[src/rtl/dmac_pkg.sv]
// Shared types and constants for the gen2 DMA channel: FSM state encoding,
// AHB-Lite transfer/response codes and a small min() helper.
package dmac_pkg;

    typedef enum logic [2:0] {
        ST_IDLE,
        ST_RD,
        ST_WR,
        ST_DONE,
        ST_ERR
    } dmac_state_e;

    localparam logic [1:0] HTRANS_IDLE   = 2'b00;
    localparam logic [1:0] HTRANS_NONSEQ = 2'b10;
    localparam logic [1:0] HTRANS_SEQ    = 2'b11;

    localparam logic [1:0] HRESP_OKAY  = 2'b00;
    localparam logic [1:0] HRESP_ERROR = 2'b01;

    function automatic logic [63:0] min(input logic [63:0] a, input logic [63:0] b);
        return (a < b) ? a : b;
    endfunction

endpackage

[src/rtl/dmac_sync_fifo.sv]
// Beat buffer between the read and write bursts of a DMA channel.
// FIFO_DEPTH must be a power of two; push and pop may occur in the same cycle.
module dmac_sync_fifo #(
    parameter int DATA_W     = 32,
    parameter int FIFO_DEPTH = 8
) (
    input  logic              clk,
    input  logic              rst,
    input  logic              push,
    input  logic              pop,
    input  logic              flush,
    input  logic [DATA_W-1:0] wdata,
    output logic [DATA_W-1:0] rdata,
    output logic              full,
    output logic              empty
);

    localparam int AW = $clog2(FIFO_DEPTH);

    logic [DATA_W-1:0] mem [FIFO_DEPTH];
    logic [AW-1:0]     wr_ptr;
    logic [AW-1:0]     rd_ptr;
    logic [AW:0]       count;

    assign full  = (count == (AW+1)'(FIFO_DEPTH));
    assign empty = (count == '0);
    assign rdata = mem[rd_ptr];

    always_ff @(posedge clk) begin
        if (rst || flush) begin
            wr_ptr <= '0;
            rd_ptr <= '0;
            count  <= '0;
        end else begin
            if (push) begin
                mem[wr_ptr] <= wdata;
                wr_ptr      <= wr_ptr + AW'(1);
            end
            if (pop) begin
                rd_ptr <= rd_ptr + AW'(1);
            end
            case ({push, pop})
                2'b10:   count <= count + (AW+1)'(1);
                2'b01:   count <= count - (AW+1)'(1);
                default: count <= count;
            endcase
        end
    end

endmodule

[src/rtl/dmac_channel_gen2.sv]
// Single DMA channel: alternating AHB-Lite read and write bursts through a local FIFO.
// Optional DMAC_CH_ABORT_EN adds an 'abort' input for a silent drain-and-stop.
module dmac_channel_gen2
    import dmac_pkg::*;
#(
    parameter int DATA_W     = 32,
    parameter int FIFO_DEPTH = 8,
    parameter int CNT_W      = 32
) (
    input  logic              clk,
    input  logic              rst,
    input  logic              channel_en,
    input  logic              readyIn,
    input  logic [1:0]        M_HResp,
    input  logic [31:0]       S_Address,
    input  logic [31:0]       D_Address,
    input  logic [CNT_W-1:0]  T_Size,
    input  logic [CNT_W-1:0]  B_Size,
    input  logic              src_incr,
    input  logic              dst_incr,
    input  logic [DATA_W-1:0] R_Data,
`ifdef DMAC_CH_ABORT_EN
    input  logic              abort,
`endif
    output logic              irq,
    output logic              err,
    output logic              busy,
    output logic              write,
    output logic [1:0]        HTrans,
    output logic [31:0]       MAddress,
    output logic [DATA_W-1:0] MWData,
    output dmac_state_e       dbg_state
);

    localparam logic [31:0]      STEP    = 32'(DATA_W / 8);
    localparam logic [CNT_W-1:0] DEPTH_C = CNT_W'(FIFO_DEPTH);

    dmac_state_e      state;
    logic [31:0]      src_ptr;
    logic [31:0]      dst_ptr;
    logic [CNT_W-1:0] remaining;
    logic [CNT_W-1:0] b_cfg;
    logic [CNT_W-1:0] burst_len;
    logic [CNT_W-1:0] addr_cnt;
    logic [CNT_W-1:0] data_cnt;
    logic             dphase;
    logic             src_inc_q;
    logic             dst_inc_q;

    logic             addr_act, addr_acc, resp_err, data_done, last_data, more_addr;
    logic             stop, abort_exit, xfer_state;
    logic [CNT_W-1:0] b_eff, rem_after, first_len, next_len;
    logic [31:0]      src_step, dst_step;
    logic             fifo_push, fifo_pop, fifo_flush, fifo_full, fifo_empty;
    logic [DATA_W-1:0] fifo_rdata;

    function automatic logic [CNT_W-1:0] len_of(input logic [CNT_W-1:0] b,
                                                 input logic [CNT_W-1:0] r);
        return CNT_W'(min(min(64'(b), 64'(r)), 64'(DEPTH_C)));
    endfunction

    // readyIn=1 at a rising edge completes the current data phase (if any) and
    // accepts the current address phase (if any); readyIn=0 freezes both.
    assign xfer_state = (state == ST_RD) || (state == ST_WR);
    assign addr_act   = (HTrans != HTRANS_IDLE);
    assign addr_acc   = addr_act && readyIn;
    assign resp_err   = dphase && (M_HResp == HRESP_ERROR);
    assign data_done  = dphase && readyIn && !resp_err;
    assign last_data  = data_done && (data_cnt == burst_len - CNT_W'(1));
    assign more_addr  = (addr_cnt < burst_len) && !stop;
    assign b_eff      = (B_Size == '0) ? CNT_W'(1) : B_Size;
    assign rem_after  = remaining - burst_len;
    assign first_len  = len_of(b_eff, T_Size);
    assign next_len   = len_of(b_cfg, rem_after);
    assign src_step   = src_inc_q ? STEP : 32'h0;
    assign dst_step   = dst_inc_q ? STEP : 32'h0;

`ifdef DMAC_CH_ABORT_EN
    logic stop_q;
    assign stop       = stop_q || (abort && xfer_state);
    // Exit once nothing is left on the bus after this edge.
    assign abort_exit = stop && xfer_state && !resp_err && !addr_act && !(dphase && !readyIn);
`else
    assign stop       = 1'b0;
    assign abort_exit = 1'b0;
`endif

    assign fifo_push  = (state == ST_RD) && data_done && !fifo_full;
    assign fifo_pop   = (state == ST_WR) && data_done && !fifo_empty;
    assign fifo_flush = (xfer_state && resp_err) || abort_exit;

    assign MWData    = ((state == ST_WR) && dphase) ? fifo_rdata : '0;
    assign dbg_state = state;

    dmac_sync_fifo #(
        .DATA_W     (DATA_W),
        .FIFO_DEPTH (FIFO_DEPTH)
    ) u_fifo (
        .clk   (clk),
        .rst   (rst),
        .push  (fifo_push),
        .pop   (fifo_pop),
        .flush (fifo_flush),
        .wdata (R_Data),
        .rdata (fifo_rdata),
        .full  (fifo_full),
        .empty (fifo_empty)
    );

    always_ff @(posedge clk) begin
        if (rst) begin
            state     <= ST_IDLE;
            src_ptr   <= '0;
            dst_ptr   <= '0;
            remaining <= '0;
            b_cfg     <= '0;
            burst_len <= '0;
            addr_cnt  <= '0;
            data_cnt  <= '0;
            dphase    <= 1'b0;
            src_inc_q <= 1'b0;
            dst_inc_q <= 1'b0;
            irq       <= 1'b0;
            err       <= 1'b0;
            busy      <= 1'b0;
            write     <= 1'b0;
            HTrans    <= HTRANS_IDLE;
            MAddress  <= '0;
`ifdef DMAC_CH_ABORT_EN
            stop_q    <= 1'b0;
`endif
        end else begin
            case (state)
                ST_IDLE: begin
                    HTrans <= HTRANS_IDLE;
                    write  <= 1'b0;
                    irq    <= 1'b0;
                    err    <= 1'b0;
                    busy   <= 1'b0;
                    dphase <= 1'b0;
                    if (channel_en) begin
                        remaining <= T_Size;
                        b_cfg     <= b_eff;
                        src_inc_q <= src_incr;
                        dst_inc_q <= dst_incr;
                        dst_ptr   <= D_Address;
                        src_ptr   <= S_Address;
                        busy      <= 1'b1;
                        if (T_Size == '0) begin
                            state <= ST_DONE;
                            irq   <= 1'b1;
                        end else begin
                            state     <= ST_RD;
                            burst_len <= first_len;
                            HTrans    <= HTRANS_NONSEQ;
                            MAddress  <= S_Address;
                            src_ptr   <= S_Address + (src_incr ? STEP : 32'h0);
                            addr_cnt  <= CNT_W'(1);
                            data_cnt  <= '0;
                        end
                    end
                end

                ST_RD, ST_WR: begin
                    if (resp_err) begin
                        state  <= ST_ERR;
                        HTrans <= HTRANS_IDLE;
                        dphase <= 1'b0;
                        write  <= 1'b0;
                        irq    <= 1'b1;
                        err    <= 1'b1;
`ifdef DMAC_CH_ABORT_EN
                        stop_q <= 1'b0;
`endif
                    end else begin
`ifdef DMAC_CH_ABORT_EN
                        if (stop) stop_q <= 1'b1;
`endif
                        if (addr_acc) begin
                            dphase <= 1'b1;
                            if (more_addr) begin
                                HTrans   <= HTRANS_SEQ;
                                addr_cnt <= addr_cnt + CNT_W'(1);
                                if (state == ST_RD) begin
                                    MAddress <= src_ptr;
                                    src_ptr  <= src_ptr + src_step;
                                end else begin
                                    MAddress <= dst_ptr;
                                    dst_ptr  <= dst_ptr + dst_step;
                                end
                            end else begin
                                HTrans <= HTRANS_IDLE;
                            end
                        end else if (data_done) begin
                            dphase <= 1'b0;
                        end

                        if (data_done) data_cnt <= data_cnt + CNT_W'(1);

                        // The last data phase never overlaps an address phase,
                        // so the next burst can start straight from here.
                        if (last_data) begin
                            data_cnt <= '0;
                            addr_cnt <= CNT_W'(1);
                            dphase   <= 1'b0;
                            if (state == ST_RD) begin
                                state    <= ST_WR;
                                write    <= 1'b1;
                                HTrans   <= HTRANS_NONSEQ;
                                MAddress <= dst_ptr;
                                dst_ptr  <= dst_ptr + dst_step;
                            end else begin
                                remaining <= rem_after;
                                write     <= 1'b0;
                                if (rem_after == '0) begin
                                    state  <= ST_DONE;
                                    HTrans <= HTRANS_IDLE;
                                    irq    <= 1'b1;
                                end else begin
                                    state     <= ST_RD;
                                    burst_len <= next_len;
                                    HTrans    <= HTRANS_NONSEQ;
                                    MAddress  <= src_ptr;
                                    src_ptr   <= src_ptr + src_step;
                                end
                            end
                        end

                        if (abort_exit) begin
                            state  <= ST_IDLE;
                            HTrans <= HTRANS_IDLE;
                            dphase <= 1'b0;
                            write  <= 1'b0;
                            irq    <= 1'b0;
                            busy   <= 1'b0;
`ifdef DMAC_CH_ABORT_EN
                            stop_q <= 1'b0;
`endif
                        end
                    end
                end

                ST_DONE, ST_ERR: begin
                    HTrans <= HTRANS_IDLE;
                    write  <= 1'b0;
                    if (!channel_en) begin
                        state <= ST_IDLE;
                        irq   <= 1'b0;
                        err   <= 1'b0;
                        busy  <= 1'b0;
                    end
                end

                default: begin
                    state <= ST_IDLE;
                end
            endcase
        end
    end

endmodule

[config.mk]
export PLATFORM = sky130hd
export DESIGN_NAME = dmac_channel_gen2
export DESIGN_NICKNAME = d
export VERILOG_FILES = /design/src/rtl/dmac_pkg.sv /design/src/rtl/dmac_sync_fifo.sv /design/src/rtl/dmac_channel_gen2.sv
export SDC_FILE = /design/constraint.sdc
export NUM_CORES = 1
export LEC_CHECK = 0
export ABC_AREA = 1
export CAP_MARGIN = 20
export CORE_ASPECT_RATIO = 1.5
export CORE_UTILIZATION = 65
export CTS_BUF_LIST = sky130_fd_sc_hd__clkbuf_4 sky130_fd_sc_hd__clkbuf_8
export DETAILED_ROUTE_END_ITERATION = 12
export PLACE_DENSITY = 0.87
export SETUP_SLACK_MARGIN = 0.5
export SKIP_CTS_REPAIR_TIMING = 1
export SLEW_MARGIN = 20
export SYNTH_ARGS = -nofsm -noshare
export SYNTH_HDL_FRONTEND = slang
export SYNTH_SLANG_ARGS = --single-unit
[constraint.sdc]
create_clock -name clk -period 17.5 [get_ports clk]
set_input_delay 1.75 -clock clk [delete_from_list [all_inputs] [get_ports clk]]
set_output_delay 1.75 -clock clk [all_outputs]
set_load 0.02 [all_outputs]
* Word-level counts from Yosys, hierarchy flattened
Memories as Yosys holds them, arrays and structs flattened. A register that Yosys moved wholly into a read port is not among the register bits.
Cells that the tools add are included.
** Operators by class
- $add $sub $neg :: 11
- Order comparisons :: 5
- Muxes and demuxes :: 106
- Equal/unequal tests :: 25
- Reduce and logical (&&, ||, !) cells :: 44
** Operators by type and width (number)
- two-way mux 32 bit :: 52
- case mux 32 bit (2 select lines) :: 7
- adder 32 x 3 -> 32 bit :: 3
- logical NOT 32 bit :: 3
- < comparator 32 bit :: 3
- adder 32 x 1 -> 32 bit (second input constant) :: 2
- < comparator 32 x 4 -> 1 bit (second input constant) :: 2
- == test 32 bit :: 1
- subtractor 32 x 1 -> 32 bit (second input constant) :: 1
- subtractor 32 bit :: 1
- two-way mux 3 bit :: 9
- two-way mux 2 bit :: 11
- two-way mux 1 bit :: 19
- != test 3 bit (second input constant) :: 6
- != test 2 bit (second input constant) :: 8
- AND reduction 5 bit :: 3
- logical AND 1 bit :: 11
- AND reduction 2 bit :: 5
- nonzero test 2 bit :: 5
- case mux 3 bit (3 select lines) :: 1
- AND reduction 3 bit :: 3
- case mux 4 bit (2 select lines) :: 1
- AND reduction 7 bit :: 1
- adder 3 x 1 -> 3 bit (second input constant) :: 2
- 22 further kinds :: 31
** Word-level totals
- Bits in registers :: 278
- RAM bits :: 256
- Word-level logic and storage cells :: 212
- Memories kept :: 1
** Memory list
- u_fifo.mem :: depth 8, width 32, rd ports 1, clocked after Yosys merged registers in 1, wr ports 1, line dmac_sync_fifo.sv:20 : logic [DATA_W-1:0] mem [FIFO_DEPTH];

* Longest topological paths before layout
- Depth in word-level cells :: 10
- Mapped depth :: 34
- Mapped depth without buffers :: 33

* By module
From an unflattened synthesis, not the netlist that was laid out.
** Second synthesis, totals
- Cell total of the unflattened synthesis :: 4976
- Area total of the unflattened synthesis :: 34944.8 um^2
** Modules (own cells, without submodules)
- dmac_channel_gen2 :: area an instance 24334.6 um^2, seq. area each 5365.1 um^2, cells each 4166, instances 1
- dmac_sync_fifo :: area an instance 10610.2 um^2, seq. area each 7947.6 um^2, cells each 810, instances 1

* Least setup slack after synthesis
OpenSTA, ideal clock, no wires.
- Path type :: input to register
- Start :: in M_HResp[0]
- End :: mem u_fifo.mem[0][0], enable pin
- Required time :: 16.998 ns
- Stages on the path :: 7
- Path slack :: 11.165 ns
- Path buffers :: 0
- Data arrival time :: 5.834 ns
- Cell sequence :: nand2_1 > nor2_1 > nor2_1 > inv_1 > nor3_1 > nand2_1 > nor4_1
** On the way
- Word-level cells in the longest chain between the ends :: 9
** Ends and longest elaborated chain
- start: declaration :: line dmac_channel_gen2.sv:14 : input logic [1:0] M_HResp,
- == test 2 x 1 -> 1 bit * :: line dmac_channel_gen2.sv:67 : assign resp_err = dphase && (M_HResp == HRESP_ERROR);
- logical AND 1 bit * :: line dmac_channel_gen2.sv:67
- logical NOT 1 bit :: line dmac_channel_gen2.sv:68 : assign data_done = dphase && readyIn && !resp_err;
- logical AND 1 bit :: line dmac_channel_gen2.sv:68
- logical AND 1 bit (2 in series) :: line dmac_channel_gen2.sv:88 : assign fifo_push = (state == ST_RD) && data_done && !fifo_full;
- two-way mux 1 bit :: line dmac_sync_fifo.sv:35 : if (push) begin
- two-way mux 1 bit * :: line dmac_sync_fifo.sv:30 : if (rst || flush) begin
- two-way mux 1 bit (not written as such) * :: line dmac_sync_fifo.sv:36 : mem[wr_ptr] <= wdata;
- end: declaration :: line dmac_sync_fifo.sv:20
Mark *: on every way between the ends. The rest lies on a longest branch, timed or not.

==> impl_metrics.yaml <==
routing:
  wl_met2_um: 50400
  wl_met1_um: 39200
  dr.pass1.iters: 8
  routed-wl-met3_um: 9700
  top_layer_used: "met5"
  ant_nets: 0
  drc: 0
  routedWlPerCell_um: 18.7
  drt_iter0_markers: 3421
  wl_um: 105000
  via_count: 34200
  vias_per_cell: 6.07
sta:
  skew_ns: 0.0543
  layout_setup_ws_ns: 11.62
  setup_viol: 0
  drv_slew: 0
  rsz0062_at_grt: "no"
  worstMarginPinSlew_ns: 1.11
  relSlewSlack_pct: 25.8
  finalCriticalPeriod_ns: 5.88
  whs_ns: 0.446
  final-hold-violation-count: 0
  period_share_pct: 33.6
  finalSetupTns_ns: 0
  clock.fmax_mhz: 170
worst_setup_path:
  r2r_cells: 28
  critPathArrivalTime_ns: 4.13
  critPathCaptureType: "output port"
  critPathMaxFanout: 78
  required_ns: 15.75
  ff2ff_setup_slack_ns: 12.04
  r2r-end: "burst_len[3]"
  reg2reg_from: "burst_len[0]"
  crit_end: "MWData[15]"
  setup.worst_path.start_class: "flop"
  path_class: "flop to output port"
synthesis:
  synth.distinct_cells: 64
  yosysTopAreaCell: "edfxtp_1"
  syn_inst: 4812
  synth_area_um2: 34300
  synth_edf_count: 256
  synth_top_area_share_pct: 22.4
  ys_top_cells_by_area: "edfxtp_1 (22%), dfxtp_1 (16%), nand2_1 (12%)"
  avgSynthCellArea_um2: 7.12
  async_flop_share_pct: 0
  ys.flop_type: "dfxtp_1"
  ys_warn_count: 0
  ys_seq_area_share_pct: 38.8
  ys_ff_latch: 537
  syn-num-nets: 5120
global_routing:
  overflow: 0
  grt_pass1_vias: 31900
  grt_usage_pct: 38.6
  grt_max_degree: 172
  grt_pass1_wl_um: 165000
  antenna_found_initial: 4
final_layout:
  nets: 5202
  drive_above_1_share_pct: 5.66
  final_common_cell: "nand2_1"
  final_cell_mix: "nand2_1 (1102), nor2_1 (603), o21ai_0 (460)"
  syn2layout_area_growth_pct: 12.4
  num-fill-cells: 4159
placement:
  dp_hpwl_um: 71500
  gp_routability_congestion: 0.997
  dpl_worst_slack_ns: 11.37
  io_buffer_count: 240
clocking:
  clock_path_buffers: 3
  cts_buffers: 80
  h-tree-depth: 3
  worstSkewPairLatency_ns: 0.70
  cts_sinks: 537
  clkTransAtPathRegs_ns: 0.07
  clockRootBuffer: "clkbuf_8"
  tritoncts: "done"
pwr:
  p_leak_nw: 15.3
  pwr_density_cell_nw_per_um2: 162
  max-vdd-ir-drop_mv: 0.190
floorplan:
  die_area_um2: 53700
  core-area_um2: 51800
  start_util_pct: 66.1
  placementRows: 102
  die_h_um: 283
  dieWidth_um: 189
  pin_count: 241
hold_path:
  min_path_type: "flop to flop"
job:
  drv_cap: 0
status:
  status: "complete, no violations"
## worst max-delay path, stage by stage (launching register included)
cell and delay, ns:
dfxtp_4 0.58, inv_2 0.71, buf_4 0.69, o21ai_0 0.22, o22ai_1 0.23, o21ai_0 0.11
a31oi_1 0.25, clkdlybuf4s50_1 0.65
## synth_stat cells, drive strengths merged, types with 3 or more instances
cell,instances
o211ai,6
nor3,118
nand3,305
o21a,7
and2,3
nand2,1112
a21oi,355
xnor2,24
o21bai,4
nand3b,8
nor4,44
o221ai,3
o21ai,469
nand4,71
ha,138
xor2,141
nor3b,4
nor2,616
buf,44
a31oi,63
edfxtp,256
a211oi,8
inv,395
clkinv,6
and3,3
a21boi,26
o22ai,33
dfxtp,281
or2,18
clkbuf,232
## logic make-up (layout without fill, tap and decap cells)
family	Yosys count	after routing	share of synthesized area [%]
AND/OR/NAND/NOR	2307	2307	28.7
AO/OA/AOI/OAI	985	985	15.4
buffers and inverters	677	826	7.70
flip-flops	537	537	38.8
XOR/XNOR	165	165	4.24
adder cells (fa/ha/maj)	140	140	5.15
multiplexers	1	1	0.0329
other	0	2	0
## where the power goes
| part | leakage (nW) | internal, mW | switching, mW |
|---|---|---|---|
| registers | 4.61 | 1.49 | 0.227 |
| clock network | 0.908 | 0.581 | 0.535 |
| logic | 9.81 | 1.10 | 2.29 |
| total | 15.3 | 3.17 | 3.06 |
## per-layer routing
metal / vias to the layer above / track usage [%]
li1: 16300 / -
met1: 15700 / 45.7
met2: 1825 / 65.2
met3: 406 / 6.75
met4: 6 / 22.2
met5: - / 0
## state kept, by name, indices dropped and copies added, names as in the netlist, 3 cells and up, named ones only
register and flops:
u_fifo.rd_ptr 3, src_ptr 32, u_fifo.wr_ptr 3, burst_len 32, remaining 32, data_cnt 32
u_fifo.count 4, u_fifo.mem 256, dst_ptr 32, b_cfg 32, dbg_state 3, addr_cnt 32
MAddress 32
## layout make-up
type | instances | area (µm²) | share of cell area (%)
diodes | 2 | 5.00 | 0.0130
clock buffers | 121 | 1520 | 3.93
clock inverters | 28 | 230 | 0.598
inverters | 401 | 1510 | 3.91
multi-input cells | 3598 | 18400 | 47.8
flip-flops and latches | 537 | 13300 | 34.6
well taps | 676 | 846 | 2.20
repair buffers | 276 | 2700 | 6.99
## metrics by stage
step / std cells / area, µm² / utilization (%) / power (mW)
floorplan: 4812 / 34300 / - / 4.14
CTS: 5636 / 38500 / 74.3 / 6.13
global placement: 5487 / 36800 / 70.9 / 4.95
finish: 5639 / 38500 / 74.4 / 6.23
detailed placement: 5487 / 36800 / 70.9 / 5.00
global route: 5638 / 38500 / 74.4 / 6.67
## worst min path at each step
stage | to | startpoint | cells past startpoint
floorplan | remaining[10] | remaining[10] | 2
global placement | irq | irq | 2
detailed placement | irq | irq | 2
CTS | irq | irq | 2
global route | irq | irq | 2
finish | irq | irq | 2
Power figures use the tool's default switching activity.
